==> config.mk <==
export PLATFORM = sky130hd
export DESIGN_NAME = sevenseg_scan_decoder
export DESIGN_NICKNAME = d
export VERILOG_FILES = /design/src/rtl/sevenseg_scan_decoder.sv
export SDC_FILE = /design/constraint.sdc
export NUM_CORES = 1
export LEC_CHECK = 0
export ABC_AREA = 0
export ABC_CLOCK_PERIOD_IN_PS = 5600
export CORE_MARGIN = 10
export CORE_UTILIZATION = 40
export DETAILED_ROUTE_END_ITERATION = 6
export PLACE_DENSITY = 0.6
export SETUP_SLACK_MARGIN = 0.15
export SLEW_MARGIN = 30
export SYNTH_ARGS = -nofsm -noshare
export SYNTH_HDL_FRONTEND = slang
export SYNTH_SLANG_ARGS = --single-unit
==> constraint.sdc <==
create_clock -name clk -period 5.6 [get_ports clk]
set_clock_uncertainty 0.15 [all_clocks]
set_input_delay 1.12 -clock clk [delete_from_list [all_inputs] [get_ports clk]]
set_output_delay 1.12 -clock clk [all_outputs]
set_load 0.1 [all_outputs]
==> src/rtl/sevenseg_scan_decoder.sv <==
// Receive-side decoder for a multiplexed active-low seven-segment bus: captures
// each digit after a stable dwell and rebuilds the displayed N-digit hex value.
module sevenseg_scan_decoder #(
  parameter int unsigned NUM_DIGITS     = 8,
  parameter int unsigned STABLE_CYCLES  = 4,
  parameter int unsigned TIMEOUT_CYCLES = 1000000,
  parameter int unsigned FCNT_W         = 16
) (
  input  logic                    clk,
  input  logic                    rst,
  input  logic [NUM_DIGITS-1:0]   an_in,
  input  logic [6:0]              seg_in,
  output logic [4*NUM_DIGITS-1:0] digit_val,
  output logic [NUM_DIGITS-1:0]   digit_blank,
  output logic [NUM_DIGITS-1:0]   digit_err,
  output logic [NUM_DIGITS-1:0]   digit_seen,
  output logic                    frame_valid,
  output logic [FCNT_W-1:0]       frame_count,
  output logic                    an_err,
  output logic                    timeout
);

  localparam int unsigned BUS_W  = NUM_DIGITS + 7;
  localparam int unsigned CNT_W  = (STABLE_CYCLES > 2) ? $clog2(STABLE_CYCLES) : 1;
  localparam int unsigned IDLE_W = (TIMEOUT_CYCLES > 2) ? $clog2(TIMEOUT_CYCLES) : 1;
  localparam logic [CNT_W-1:0]  CNT_MAX   = CNT_W'(STABLE_CYCLES - 1);
  localparam logic [CNT_W-1:0]  CNT_QUAL  = CNT_W'(STABLE_CYCLES - 2);
  localparam logic [IDLE_W-1:0] IDLE_MAX  = IDLE_W'(TIMEOUT_CYCLES - 1);
  localparam logic [6:0]        SEG_BLANK = 7'h7F;

  logic [BUS_W-1:0]      sync1, sync2, held;
  logic [CNT_W-1:0]      stable_cnt;
  logic                  dwell_done;
  logic [IDLE_W-1:0]     idle_cnt;

  logic [NUM_DIGITS-1:0] an_low;
  logic                  same, qualify, one_low, capture, multi_low, is_blank;
  logic [4:0]            dec;

  // Returns {hit, nibble} for a gfedcba active-low pattern.
  function automatic logic [4:0] seg_decode(input logic [6:0] pat);
    logic [4:0] r;
    r = 5'h00;
    case (pat)
      7'b1000000: r = {1'b1, 4'h0};
      7'b1111001: r = {1'b1, 4'h1};
      7'b0100100: r = {1'b1, 4'h2};
      7'b0110000: r = {1'b1, 4'h3};
      7'b0011001: r = {1'b1, 4'h4};
      7'b0010010: r = {1'b1, 4'h5};
      7'b0000010: r = {1'b1, 4'h6};
      7'b1111000: r = {1'b1, 4'h7};
      7'b0000000: r = {1'b1, 4'h8};
      7'b0010000: r = {1'b1, 4'h9};
      7'b0001000: r = {1'b1, 4'hA};
      7'b0000011: r = {1'b1, 4'hB};
      7'b1000110: r = {1'b1, 4'hC};
      7'b0100001: r = {1'b1, 4'hD};
      7'b0000110: r = {1'b1, 4'hE};
      7'b0001110: r = {1'b1, 4'hF};
      default:    r = 5'h00;
    endcase
    return r;
  endfunction

  // Qualification fires on the edge the counter reaches its top, so one dwell acts once.
  always_comb begin
    an_low    = ~held[BUS_W-1:7];
    same      = (sync2 == held);
    qualify   = same && !dwell_done && (stable_cnt == CNT_QUAL);
    one_low   = (an_low != '0) && ((an_low & (an_low - NUM_DIGITS'(1))) == '0);
    capture   = qualify && one_low;
    multi_low = qualify && (an_low != '0) && !one_low;
    dec       = seg_decode(held[6:0]);
    is_blank  = (held[6:0] == SEG_BLANK);
  end

  // Synchronizer, held sample and dwell tracking.
  always_ff @(posedge clk or posedge rst) begin
    if (rst) begin
      sync1      <= '1;
      sync2      <= '1;
      held       <= '1;
      stable_cnt <= '0;
      dwell_done <= 1'b0;
    end else begin
      sync1 <= {an_in, seg_in};
      sync2 <= sync1;
      held  <= sync2;
      if (!same) begin
        stable_cnt <= '0;
        dwell_done <= 1'b0;
      end else begin
        if (stable_cnt != CNT_MAX) stable_cnt <= stable_cnt + CNT_W'(1);
        if (qualify) dwell_done <= 1'b1;
      end
    end
  end

  // Per-digit capture and frame assembly.
  always_ff @(posedge clk or posedge rst) begin
    if (rst) begin
      digit_val   <= '0;
      digit_blank <= '1;
      digit_err   <= '0;
      digit_seen  <= '0;
      frame_valid <= 1'b0;
      frame_count <= '0;
      an_err      <= 1'b0;
    end else begin
      an_err <= multi_low;
      for (int i = 0; i < NUM_DIGITS; i++) begin
        if (capture && an_low[i]) begin
          digit_val[4*i +: 4] <= dec[4] ? dec[3:0] : 4'h0;
          digit_blank[i]      <= is_blank;
          digit_err[i]        <= !dec[4] && !is_blank;
        end
      end
      if (&digit_seen) begin
        frame_valid <= 1'b1;
        frame_count <= frame_count + FCNT_W'(1);
        digit_seen  <= capture ? an_low : '0;
      end else begin
        frame_valid <= 1'b0;
        if (capture) digit_seen <= digit_seen | an_low;
      end
    end
  end

  // Scan-stall detection; any capture wins over a same-edge timeout.
  always_ff @(posedge clk or posedge rst) begin
    if (rst) begin
      idle_cnt <= '0;
      timeout  <= 1'b0;
    end else if (capture) begin
      idle_cnt <= '0;
      timeout  <= 1'b0;
    end else if (idle_cnt == IDLE_MAX) begin
      timeout <= 1'b1;
    end else begin
      idle_cnt <= idle_cnt + IDLE_W'(1);
    end
  end

endmodule

# Yosys cells after proc, flatten, opt, wreduce, memory -nomap -nowiden
# Cells that the tools add are included.
# classes
n_mux	14
n_eq_ne	23
add_sub_neg	4
reduce_logical	25
bitwise_logic	3
# ops
op	count
one-hot mux 5 bit (16 select lines)	1
two-way mux 20 bit	2
equality test 7 bit (second input constant)	5
two-way mux 8 bit	3
equality test 7 x 5 -> 1 bit (second input constant)	3
equality test 7 x 6 -> 1 bit (second input constant)	3
adder 20 x 1 -> 20 bit (second input constant)	1
equality test 20 bit (second input constant)	1
adder 16 x 1 -> 16 bit (second input constant)	1
equality test 15 bit	1
logical AND 1 bit	15
equality test 7 x 2 -> 1 bit (second input constant)	2
equality test 7 x 4 -> 1 bit (second input constant)	2
bitwise AND 8 bit	1
zero test 8 bit	1
inverter 8 bit	1
OR 8 bit	1
AND reduction 8 bit	1
nonzero test 8 bit	1
subtractor 8 x 1 -> 8 bit (second input constant)	1
equality test 7 x 3 -> 1 bit (second input constant)	1
zero test 7 bit	1
two-way mux 1 bit	5
zero test 1 bit	4
other kinds (7)	11
# word_totals
in_bits	17
ff_bits	143
out_inout_bits	75
word_cells	104

# Depth between registers and ports, before layout
# logic_depth
depth_word	8
mapped_depth	8
ltp_nobuf	8

# Worst setup path after synthesis
# Ideal clock, no wire load.
# synth_timing
path_type	reg2reg
start	register digit_seen[6]
end	register frame_count[12]
slack_ns	3.100
path_stages_with_launch	7
required_ns	5.291
synth_period_minus_slack_ns	2.500
setup_time_ns	0.159
path_buffers	1
t_arrival_ns	2.191
cell_sequence	dfrtp_1 -> nand4_1 -> or2_2 -> clkbuf_1 -> nor3_1 -> nand3_1 -> xnor2_1
# synth_between
elab_chain_len	1
# synth_lines
item	line	source
start: declaration	16	output logic [NUM_DIGITS-1:0] digit_seen,
start signal: assignment	122	digit_seen <= capture ? an_low : '0;
start signal: assignment	125	if (capture) digit_seen <= digit_seen | an_low;
AND reduction 8 bit	119	if (&digit_seen) begin
end signal: assignment	121	frame_count <= frame_count + FCNT_W'(1);
end: declaration	18	output logic [FCNT_W-1:0] frame_count,
# No other way between the ends.
# A chain may end at the register's enable or synchronous reset.

# Final worst setup path
# layout_timing
start	register digit_blank[2]
end	output digit_blank[2]
# layout_lines
item	line	source
start: declaration	14	output logic [NUM_DIGITS-1:0] digit_blank,
start signal: indexed assignment	115	digit_blank[i] <= is_blank;
# No word-level cell between the ends.

==> results.yml <==
outcome:
  status: "finished clean"
worst_setup_path:
  path_depth: 1
  cp_num_buf_inv: 1
  crit_path_max_incr_delay_ns: 1.13
  cp_max_fo: 2
  required_ns: 4.33
  endpoint_kind: "output port"
  worstSetupPathType: "reg -> out"
  cp_cell_sequence: "clkdlybuf4s50_1"
  critPathLaunchType: "flop"
  critical-path-top-delay-family: "buffers and inverters"
  worst_r2r_path_depth: 6
  worst_ep_arrival_time_ns: 2.08
  crit_slowest_cell: "clkdlybuf4s50_1"
power:
  total_power_uw: 2360
  p_int_uw: 1870
  peakVddDrop_mv: 0.203
  switchingPower_uw: 486
  clockPowerShare_pct: 51.1
  power_density_nw_per_um2: 307
  switching_share_pct: 20.6
  pwr-share-seq_pct: 46.1
  power_frac_comb_pct: 2.8
  power_leakage_uw: 0.00334
routing:
  drt_first_pass_iters: 4
  num_vias: 3833
  drtAntennaViolNets: 0
  viasPerCell: 5.02
  wl_per_cell_microns: 16.5
  drtIter0Drc: 154
  wl_mm: 12.6
  drc: 0
timing:
  rsz0062_at_grt: "false"
  tightest_slew_ns: 1.01
  post-route-period-util_pct: 59.9
  fmax_mhz: 298
  maxSlewViolCount: 0
  setup_viol: 0
  relSlewSlack_pct: 32.5
  tns_ns: 0
  hold_violations: 0
  min_period_ns: 3.35
hold_path:
  hold_class: "reg -> reg"
  hold_depth: 0
yosys:
  synthDominantCellAreaShare_pct: 38.0
  synth_compound_area_share_pct: 3.51
  synth_warnings: 0
  ys_ff_latch: 143
  syn_area_sq_um: 5930
  syn_inst: 471
  synth.area.mux_share_pct: 8.95
  synth_fp_nets: 492
  synth_ff_type: "dfrtp_1"
  yosysMostFrequentCell: "dfrtp_1"
  synth-xor-area-share_pct: 7.69
  yosysTopAreaCell: "dfrtp_1"
  synth_fa_ha_area_share_pct: 1.01
  synth_top_family_by_area: "simple AND/OR/NAND/NOR gates"
  netlist_top_cells_count: "dfrtp_1, dfstp_2, mux2_2, nor2_1, xnor2_1"
  ys_seq_area_share_pct: 61.5
  synthArstFlopShare_pct: 100
  synth_edf_count: 0
  synth.avg_cell_area_sq_um: 12.6
  synth-simple-area-share_pct: 15.3
  synthTopCellsByArea: "dfrtp_1, dfstp_2, mux2_2"
  ys_types: 48
grt:
  grt_usage_pct: 12.9
  grt_pass1_wl_mm: 20.7
  antenna_found_initial: 0
  grt_overflow: 0
  grt_max_degree: 121
  grt_pass1_vias: 3999
place:
  post_dp_cell_area_sq_um: 7020
  placed_cells: 732
  port_buffers: 91
  hpwlAfterDp_mm: 8.87
  gp_congestion: 0.757
cells_and_area:
  layout-drive-gt1-share_pct: 24.0
  antenna_cells: 0
  syn_to_final_growth_pct: 29.5
  utilization_pct: 52.8
  multi_input_area_sq_um: 2170
  final_cell_area_sq_um: 7680
  fin_nets: 588
  fin_cells: 764
  regArea_sq_um: 3640
  nFillCells: 1274
clock_network:
  cts_buffers: 17
  clockBufferDepth: 2
  cts_sinks: 143
  clk_latency_ns: 0.42
  htreeDepth: 4
  cts-root-buf: "clkbuf_16"
  cts_hold_buf: 0
  cts_setup_buffers: 0
  cts_tree: "built"
  cts.repair.resized: 0
  clkSlewWorstSetupHoldPaths_ns: 0.06
floorplan:
  dieArea_sq_um: 20100
  die_w_microns: 142
  initial_core_util_pct: 40.8
  die_h_microns: 142
  core-area_sq_um: 14500
  rows: 44
  ios: 92
job:
  maxCapViolations: 0
## layout by cell type, fill, tap and decap left out, drive strengths merged, types with 6 or more instances in the layout
cell and n:
clkdlybuf4s50 91, dfrtp 90, dfstp 53, nor2 46, mux2 40, xnor2 35
nand2 29, clkbuf 23, nand4 22, nand3 18, xor2 17, inv 17
nor3 12, mux2i 8, and3 7, a21oi 7, o21ai 7, nor3b 6
a21o 6
## cell type report
class / instances / share of cell area, %
Clock buffer: 23 / 7.07
Clock inverter: 9 / 1.47
Inverter: 14 / 0.782
Multi-Input combinational cell: 299 / 28.2
Sequential cell: 143 / 47.5
Tap cell: 184 / 3.00
Timing Repair Buffer: 92 / 12.0
## metrics by stage
| stage | setup slack [ns] | hold slack (ns) |
|---|---|---|
| 5_1_grt | 2.20 | 0.206 |
| 4_1_cts | 2.22 | 0.205 |
| 2_1_floorplan | 0.580 | 0.195 |
| 3_3_place_gp | 2.69 | 0.197 |
| 3_5_place_dp | 2.68 | 0.197 |
| 6_report | 2.25 | 0.203 |
## path summary, 6_finish.rpt
check                                           start                    endpoint  slack, ns
max                        digit_blank[2]$_DFFE_PP1P_              digit_blank[2]       2.25
min                                sync1[2]$_DFF_PP1_          sync2[2]$_DFF_PP1_       0.20
max reg2reg                         held[2]$_DFF_PP1_    idle_cnt[10]$_DFFE_PP0P_       2.85
min reg2reg                        sync1[2]$_DFF_PP1_          sync2[2]$_DFF_PP1_       0.20
max in group asynchronous                         rst  digit_blank[4]$_DFFE_PP1P_       3.30
min in group asynchronous                         rst  frame_count[9]$_DFFE_PP0P_       1.10
## metal layers
metal  GRT usage, %  vias to the layer above  wire length [microns]
met5              0                        -                      0
met2           20.8                       85                   6160
met3           3.64                       14                    700
li1               -                     1823                      -
met1           15.5                     1911                   5510
met4           6.13                        0                    212
## power by group through the flow
stage               Combinational [uW]  Sequential, uW  Clock, uW
floorplan                         53.2            1090          0
global placement                  65.8            1100          0
detailed placement                67.2            1100          0
CTS                               67.6            1090       1240
global route                      75.1            1090       1280
finish                            65.8            1090       1200
## cells by family after synthesis
logic type                 Yosys count
adders and majority gates            5
muxes                               48
xor gates and xnor gates            52
and+or+nand+nor                    163
buffers and inverters               29
DFF                                143
AOI/OAI and AO/OA                   31
## worst register-to-register path: stages, from the launching register on
cell	delay (ns)
dfstp_2	0.70
xnor2_1	0.17
nand4_1	0.16
nor4_4	0.30
nand2_1	0.19
and4b_1	0.80
nor2_1	0.13
## state kept, by name (all words and copies together) (netlist names), 2 cells and up
| name | cells |
|---|---|
| frame_count | 16 |
| digit_err | 8 |
| sync1 | 15 |
| digit_seen | 8 |
| idle_cnt | 20 |
| digit_val | 32 |
| digit_blank | 8 |
| stable_cnt | 2 |
| held | 15 |
| sync2 | 15 |
Power figures use the tool's default switching activity.
